--- src/rtl/uart_rx_fifo_param.sv ---
// rtl/uart_rx_fifo_param.sv - parametrised oversampling UART receiver with FWFT receive FIFO
module uart_rx_fifo_param #(
    parameter int CLK_DIV    = 325,
    parameter int OVERSAMPLE = 16,
    parameter int DBITS      = 8,
    parameter int SBITS      = 1,
    parameter int PARITY     = 0,
    parameter int FIFO_DEPTH = 4
) (
    input  logic             clock,
    input  logic             reset,
    input  logic             rx,
    input  logic             rd_en,
    input  logic             clear_err,
    output logic [DBITS-1:0] data_out,
    output logic             empty,
    output logic             full,
    output logic             parity_err,
    output logic             frame_err,
    output logic             overrun
);

    localparam int TW   = (CLK_DIV > 1) ? $clog2(CLK_DIV) : 1;
    localparam int SW   = $clog2(OVERSAMPLE);
    localparam int BW   = $clog2(DBITS);
    localparam int AW   = $clog2(FIFO_DEPTH);
    localparam int CW   = AW + 1;
    localparam int HALF = OVERSAMPLE / 2;

    typedef enum logic [2:0] {
        S_IDLE,
        S_START,
        S_DATA,
        S_PARITY,
        S_STOP,
        S_BREAK
    } state_t;

    state_t            state, state_n;
    logic              rx_meta, rxs;
    logic [TW-1:0]     tick_cnt;
    logic              tick;
    logic [SW-1:0]     s_cnt, s_cnt_n;
    logic [BW-1:0]     bit_idx, bit_n;
    logic              stop_idx, stop_n;
    logic [DBITS-1:0]  shreg, shreg_n;
    logic              push_n, push_q;
    logic              pe_set, fe_set;
    logic              bit_end;

    logic [DBITS-1:0]  mem [FIFO_DEPTH];
    logic [AW-1:0]     wr_ptr, rd_ptr;
    logic [CW-1:0]     count;
    logic              do_pop, do_write;

    always_ff @(posedge clock) begin
        if (reset) begin
            rx_meta <= 1'b1;
            rxs     <= 1'b1;
        end else begin
            rx_meta <= rx;
            rxs     <= rx_meta;
        end
    end

    // Held at zero while idle so every frame's sampling phase starts from its own start edge.
    assign tick = (state != S_IDLE) && (tick_cnt == TW'(CLK_DIV - 1));

    always_ff @(posedge clock) begin
        if (reset || state == S_IDLE || tick) begin
            tick_cnt <= '0;
        end else begin
            tick_cnt <= tick_cnt + TW'(1);
        end
    end

    assign bit_end = tick && (s_cnt == SW'(OVERSAMPLE - 1));

    always_ff @(posedge clock) begin
        if (reset) begin
            state    <= S_IDLE;
            s_cnt    <= '0;
            bit_idx  <= '0;
            stop_idx <= 1'b0;
            shreg    <= '0;
            push_q   <= 1'b0;
        end else begin
            state    <= state_n;
            s_cnt    <= s_cnt_n;
            bit_idx  <= bit_n;
            stop_idx <= stop_n;
            shreg    <= shreg_n;
            push_q   <= push_n;
        end
    end

    always_comb begin
        state_n = state;
        s_cnt_n = s_cnt;
        bit_n   = bit_idx;
        stop_n  = stop_idx;
        shreg_n = shreg;
        push_n  = 1'b0;
        pe_set  = 1'b0;
        fe_set  = 1'b0;
        if (tick && !bit_end && state != S_START) begin
            s_cnt_n = s_cnt + SW'(1);
        end
        case (state)
            S_IDLE: begin
                if (!rxs) begin
                    state_n = S_START;
                    s_cnt_n = '0;
                end
            end
            S_START: begin
                if (tick) begin
                    if (s_cnt == SW'(HALF - 1)) begin
                        s_cnt_n = '0;
                        if (rxs) begin
                            state_n = S_IDLE;
                        end else begin
                            state_n = S_DATA;
                            bit_n   = '0;
                        end
                    end else begin
                        s_cnt_n = s_cnt + SW'(1);
                    end
                end
            end
            S_DATA: begin
                if (bit_end) begin
                    s_cnt_n          = '0;
                    shreg_n[bit_idx] = rxs;
                    if (bit_idx == BW'(DBITS - 1)) begin
                        state_n = (PARITY != 0) ? S_PARITY : S_STOP;
                        stop_n  = 1'b0;
                    end else begin
                        bit_n = bit_idx + BW'(1);
                    end
                end
            end
            S_PARITY: begin
                if (bit_end) begin
                    s_cnt_n = '0;
                    pe_set  = ((^shreg) ^ rxs) != (PARITY == 1);
                    state_n = S_STOP;
                    stop_n  = 1'b0;
                end
            end
            S_STOP: begin
                if (bit_end) begin
                    s_cnt_n = '0;
                    if (!rxs) begin
                        fe_set  = 1'b1;
                        state_n = S_BREAK;
                    end else if (stop_idx == 1'(SBITS - 1)) begin
                        push_n  = 1'b1;
                        state_n = S_IDLE;
                    end else begin
                        stop_n = 1'b1;
                    end
                end
            end
            S_BREAK: begin
                if (rxs) begin
                    state_n = S_IDLE;
                end
            end
            default: state_n = S_IDLE;
        endcase
    end

    // A pop against an empty FIFO is ignored; a full FIFO still accepts a push if it pops the same cycle.
    assign do_pop   = rd_en && !empty;
    assign do_write = push_q && (!full || do_pop);

    always_ff @(posedge clock) begin
        if (reset) begin
            wr_ptr <= '0;
            rd_ptr <= '0;
            count  <= '0;
        end else begin
            if (do_write) begin
                mem[wr_ptr] <= shreg;
                wr_ptr      <= wr_ptr + AW'(1);
            end
            if (do_pop) begin
                rd_ptr <= rd_ptr + AW'(1);
            end
            case ({do_write, do_pop})
                2'b10:   count <= count + CW'(1);
                2'b01:   count <= count - CW'(1);
                default: count <= count;
            endcase
        end
    end

    assign empty    = (count == '0);
    assign full     = (count == CW'(FIFO_DEPTH));
    assign data_out = empty ? '0 : mem[rd_ptr];

    always_ff @(posedge clock) begin
        if (reset) begin
            parity_err <= 1'b0;
            frame_err  <= 1'b0;
            overrun    <= 1'b0;
        end else begin
            parity_err <= pe_set | (parity_err & ~clear_err);
            frame_err  <= fe_set | (frame_err & ~clear_err);
            overrun    <= (push_q && full && !rd_en) | (overrun & ~clear_err);
        end
    end

endmodule
--- config.mk ---
export PLATFORM = sky130hd
export DESIGN_NAME = uart_rx_fifo_param
export DESIGN_NICKNAME = d
export VERILOG_FILES = /design/src/rtl/uart_rx_fifo_param.sv
export SDC_FILE = /design/constraint.sdc
export NUM_CORES = 1
export LEC_CHECK = 0
export ABC_AREA = 1
export CAP_MARGIN = 20
export CORE_ASPECT_RATIO = 0.75
export CORE_MARGIN = 8
export CORE_UTILIZATION = 40
export DETAILED_ROUTE_END_ITERATION = 10
export GPL_TIMING_DRIVEN = 0
export PLACE_DENSITY = 0.6
export SYNTH_ARGS = -nofsm -noshare
export SYNTH_HDL_FRONTEND = slang
export SYNTH_SLANG_ARGS = --single-unit
export TNS_END_PERCENT = 5
--- constraint.sdc ---
create_clock -name clock -period 2.3 [get_ports clock]
set_clock_uncertainty 0.1 [all_clocks]
set_input_delay 0.46 -clock clock [delete_from_list [all_inputs] [get_ports clock]]
set_output_delay 0.46 -clock clock [all_outputs]
set_load 0.05 [all_outputs]
==> results by group, run 1 <==
Global routing
  • First-pass GRT wire length: 12,600 um
  • Number of global-route vias before repair: 2,674
  • Grt total ovfl: 0
  • Initial antenna violation count: 0
  • Largest net degree at the start of global routing: 14
  • Total GRT Usage: 0.128

Place
  • RePlAce Congestion: 0.852
  • Place WS: -0.544 ns
  • IO buf count: 17
  • DP HPWL: 5170 um

Route
  • Overall routed net length: 7200 um
  • ANT nets after route: 0
  • Routed WL per cell: 12.0 um
  • DRC viols: 0
  • Detailed Routing Iterations Pass 1: 4
  • Vias post-DR: 2,850
  • Vias per cell: 4.75
  • Iter 0 DRT Violations: 146

Die
  • Die area: 12,400 um^2
  • Chip height: 98.4 um
  • Number of cell rows: 30
  • Io pins: 18
  • Starting Density: 0.406
  • Core footprint: 8930 um^2
  • Width of the chip: 126 um

CTS
  • Clock Path Buffers: 2
  • Num CTS Buffers: 9
  • Post-CTS Hold Buffers: 0
  • Htree depth: 3
  • Clock Latency Late Sink: 0.34 ns
  • Root buf cell: clkbuf_16
  • Sink Count: 74
  • CTS tree: done
  • Clock slew at reported path FFs: 0.06 ns
  • Setup repair bufs after CTS: 0

STA
  • WHS: 0.307 ns
  • Setup violators final: 16
  • Setup_tns: -0.303 ns
  • Slew headroom: 0.663
  • F_max: 429 MHz
  • RSZ-0062 raised after global routing: yes
  • Slew @ Worst Pin: 0.504 ns
  • Final-report max-slew violation count: 0
  • Setup ws final: -0.0317 ns
  • Tcrit/Tclk final: 1.01
  • Fin crit period: 2.33 ns
  • Final Hold Fails: 0

Logic synthesis
  • Post-Synthesis Cells: 457
  • Post-synth top area share: 0.265
  • Synthesized cell area: 3620 um^2
  • Yosys warnings: 0
  • Synth top cells by count: nand2_1, nor2_1, inv_1
  • EDFF count, synth: 32
  • Synth area leader: edfxtp_1
  • Mean Syn Cell Area: 7.93 um^2
  • Seq cells post-synth: 74
  • Cell variety after synth: 37
  • Dominant synthesized flop cell: dfxtp_1
  • Ys async rst share: 0
  • Seq/Total Area, Yosys: 0.497
  • Top post-synthesis cells by area: edfxtp_1, dfxtp_1, nand2_1
  • Mapped Nets: 472
  • Most used standard cell by instance count after synthesis: nand2_1

Hold path
  • Hold Crit Start: rx_meta
  • Sink of the worst hold path: rxs
  • Min-delay worst type: reg -> reg
  • Hold Crit Depth: 1

Power
  • Worst vdd ir: 0.474 mV
  • Pwr dens: 1220 nW/um^2
  • Static Leakage: 0.00171 uW

Worst setup path
  • Crit path max fanout: 10
  • Worst flop-to-flop path endpoint: count[2]
  • Slowest CP cell: clkdlybuf4s50_1
  • Critical Path Source Type: primary input
  • Crit path from: reset
  • WP data arrival: 2.21 ns
  • Flop-to-flop setup slack: 0.30 ns
  • Critical Path RT: 2.18 ns
  • Setup Crit Path Kind: in -> reg
  • Worst r2r path cells: 10
  • Worst reg2reg startpoint: count[1]
  • Crit-path cells: clkdlybuf4s50_1, inv_1, clkbuf_1, nand2_1, nor2_2
  • Slowest stage delay, CP: 0.44 ns
  • Setup crit end kind: flip-flop

Cells and area
  • Area Growth Syn to Fin: 16.8%
  • N_diodes: 0
  • Layout cells sized above 1: 0.125
  • Nets: 498

Job
  • Max cap viols: 0

Outcome
  • Failing checks: negative setup slack
  • Status: finished, violations left
[flip-flops by register name (all words and copies together), names as in the netlist, 2 cells and up, named ones only]
name,cells
shreg,8
mem,32
count,3
state,3
rd_ptr,2
wr_ptr,2
tick_cnt,9
s_cnt,4
bit_idx,3
[layout make-up]
class                      instances  area (um^2)
tap                              112          140
fill                             878         4700
clock inverter                     6         90.1
timing repair buffer              17          135
clock buffer                      10          229
sequential                        74         1800
multi-input combinational        312         1570
inverter                          63          238
buffer                             6         28.8
[metal layers]
metal  GRT usage  part of all wire
met2       0.197              0.44
met4      0.0608             0.016
met5           0                 0
met3      0.0437             0.046
met1       0.157              0.50
[where the power goes]
group / total [uW] / switching, uW / internal, uW
Sequential: 1600 / 142 / 1460
Combinational: 2070 / 1540 / 529
Clock: 1500 / 548 / 953
Total: 5180 / 2230 / 2940
[critical path, delay by kind of cell]
| family | cells | cell delay, ns |
|---|---|---|
| buffers and inverters | 3 | 1.04 |
| and+or+nand+nor | 2 | 0.71 |
[repair_timing]
item                       4_1_cts  5_1_grt
setup endpoints to repair       42       39
pin swaps                        0        0
resized for setup               48        9
[cell families (layout without fill, tap and decap cells)]
logic type               after synthesis  count (layout)  synth area share
XOR/XNOR                               4               4           0.00967
AND/OR/NAND/NOR                      236             236             0.293
buffers and inverters                 71             102            0.0746
flip-flops                            74              74             0.497
AO/OA/AOI/OAI                         62              62            0.0894
adder cells (fa/ha/maj)               10              10            0.0366
[metrics by stage]
step / std cells / power (uW) / instance area (um^2) / util
3_3_place_gp: 586 / 3830 / 3940 / 0.440
2_1_floorplan: 457 / 3230 / 3620 / -
5_1_grt: 600 / 5490 / 4230 / 0.474
6_report: 600 / 5180 / 4230 / 0.474
4_1_cts: 600 / 5200 / 4210 / 0.472
3_5_place_dp: 586 / 3850 / 3940 / 0.440
[worst max path at each step]
| stage | endpoint | slack, ns | depth (start not counted) |
|---|---|---|---|
| floorplan | data_out[5] | 0.0004 | 6 |
| global placement | mem[0][0] | -0.47 | 5 |
| detailed placement | mem[1][5] | -0.54 | 5 |
| CTS | mem[0][0] | -0.16 | 5 |
| global route | mem[0][0] | -0.17 | 5 |
| finish | mem[0][0] | -0.03 | 5 |
[cell usage in the layout, fill, tap and decap left out, types with 2 or more instances in the layout]
| cell type | count |
|---|---|
| nand2_2 | 3 |
| dfxtp_2 | 2 |
| inv_2 | 6 |
| dfxtp_1 | 40 |
| nor2_4 | 4 |
| clkdlybuf4s50_1 | 7 |
| nor2_2 | 8 |
| ha_1 | 9 |
| clkbuf_16 | 9 |
| or2_2 | 2 |
| nand3_2 | 2 |
| nand3_1 | 24 |
| o21ai_1 | 2 |
| o21ai_0 | 25 |
| bufinv_16 | 2 |
| nand2_1 | 100 |
| clkinv_2 | 2 |
| clkbuf_1 | 4 |
| edfxtp_1 | 32 |
| nand4_1 | 5 |
| xor2_1 | 2 |
| nor3_1 | 2 |
| inv_1 | 56 |
| nor4_1 | 2 |
| buf_2 | 7 |
| a21oi_1 | 30 |
| xnor2_1 | 2 |
| nor3b_1 | 2 |
| buf_4 | 2 |
| nor2_1 | 77 |
Note: power is estimated with default switching activity, not from simulation.
==> run 2, diff against run 1 <==
- PLACE_DENSITY: 0.6 -> default
- PLACE_DENSITY_LB_ADDON: default -> 0.25
==> results by group, run 2 (synthesis results as in run 1) <==
CTS
  • Sink Count: 74
  • Post-CTS Hold Buffers: 0
  • Root buf cell: clkbuf_16
  • Num CTS Buffers: 9
  • Clock Path Buffers: 2
  • Htree depth: 3
  • Clock Latency Late Sink: 0.33 ns
  • Setup repair bufs after CTS: 0
  • CTS tree: done
  • PostCTS Resize Cnt: 51
  • Clock slew at reported path FFs: 0.06 ns

Worst setup path
  • Crit-path cells: clkdlybuf4s50_1, inv_1, clkbuf_1, nand2_1, nor2_2
  • Setup crit end kind: flip-flop
  • Crit path max fanout: 10
  • Setup Crit Path Kind: in -> reg
  • Critical Path Source Type: primary input
  • Delay-heaviest family, CP: buffers and inverters
  • Slowest CP cell: clkdlybuf4s50_1
  • WP buf/inv: 3
  • WP data arrival: 2.15 ns
  • Slowest stage delay, CP: 0.44 ns
  • Critical Path RT: 2.17 ns

Cells and area
  • Commonest cells after routing, fill and taps aside: nand2_1, nor2_1, inv_1
  • Largest registers: mem: 32 flops, tick_cnt: 9 flops, shreg: 8 flops
  • Max FFs per register: 32
  • Area Growth Syn to Fin: 17.4%
  • N_diodes: 0
  • Layout cells sized above 1: 0.125
  • Commonest non-fill, non-tap cell in the layout: nand2_1
  • Reg with most FFs: mem
  • Fin area: 4260 um^2
  • Nets: 498

Die
  • Width of the chip: 126 um
  • Starting Density: 0.406
  • Core footprint: 8930 um^2
  • Number of cell rows: 30
  • Io pins: 18
  • Die area: 12,400 um^2
  • Chip height: 98.4 um

Place
  • DP HPWL: 5180 um
  • IO buf count: 17
  • RePlAce Congestion: 0.822
  • DP Area: 3940 um^2

Route
  • Overall routed net length: 7240 um
  • Iter 0 DRT Violations: 135
  • Detailed Routing Iterations Pass 1: 4
  • Vias per cell: 4.78
  • ANT nets after route: 0
  • Vias post-DR: 2,865
  • Routed WL per cell: 12.1 um
  • DRC viols: 0

Global routing
  • Total GRT Usage: 0.126
  • Grt total ovfl: 0
  • First-pass GRT wire length: 12,600 um
  • Largest net degree at the start of global routing: 14
  • Met2 Use GR: 0.203
  • Initial antenna violation count: 0
  • M1 GR Usage: 0.153
  • GR Util met3: 0.0394
  • Number of global-route vias before repair: 2,682
  • Grt peak-use layer: met2

Power
  • Static Leakage: 0.00172 uW
  • Worst vdd ir: 0.436 mV
  • Pwr dens: 1240 nW/um^2
  • Total power: 5270 uW

Hold path
  • Min-delay worst type: reg -> reg

STA
  • Setup violators final: 0
  • Final Hold Fails: 0
  • Fin crit period: 2.27 ns
  • WHS: 0.306 ns
  • Tcrit/Tclk final: 0.988
  • Slew @ Worst Pin: 0.516 ns
  • Slew headroom: 0.655
  • F_max: 440 MHz
  • RSZ-0062 raised after global routing: yes
  • Final-report max-slew violation count: 0

Job
  • Max cap viols: 0

Outcome
  • Status: finished, final reports clean
[run 2: report_power, final]
| part | internal [uW] | total (uW) | switching [uW] |
|---|---|---|---|
| Clock | 1060 | 1600 | 539 |
| Combinational | 523 | 2060 | 1540 |
| Sequential | 1460 | 1610 | 142 |
[run 2: per-layer routing]
layer,wire (um),vias to the layer above
met5,0,-
met4,57,0
met3,243,4
met2,3340,40
met1,3600,1286
li1,-,1535
[run 2: final timing paths]
kind | startpoint | end | slack [ns] | cells past startpoint
hold reg to reg | rx_meta | rxs | 0.31 | 1
hold / removal | rx_meta | rxs | 0.31 | 1
setup / recovery | reset | mem[1][1] | 0.03 | 5
setup reg to reg | count[1] | count[2] | 0.36 | 10
[run 2: final cells by class]
type	instances	area, um^2
fill	887	4680
sequential	74	1810
multi-input combinational	312	1570
inverter	63	238
clock buffer	10	229
tap	112	140
timing repair buffer	17	133
clock inverter	6	113
buffer	6	28.8
[run 2: per-stage QoR]
step / util / worst slack, ns / TNS, ns / std cells
final: 0.476 / 0.0278 / 0 / 600
after global routing: 0.476 / -0.131 / -3.05 / 600
after CTS: 0.475 / -0.00687 / -0.0394 / 600
after detailed placement: 0.440 / -0.497 / -17.70 / 586
after global placement: 0.440 / -0.483 / -17.34 / 586
after floorplan: - / 0.000439 / 0 / 457
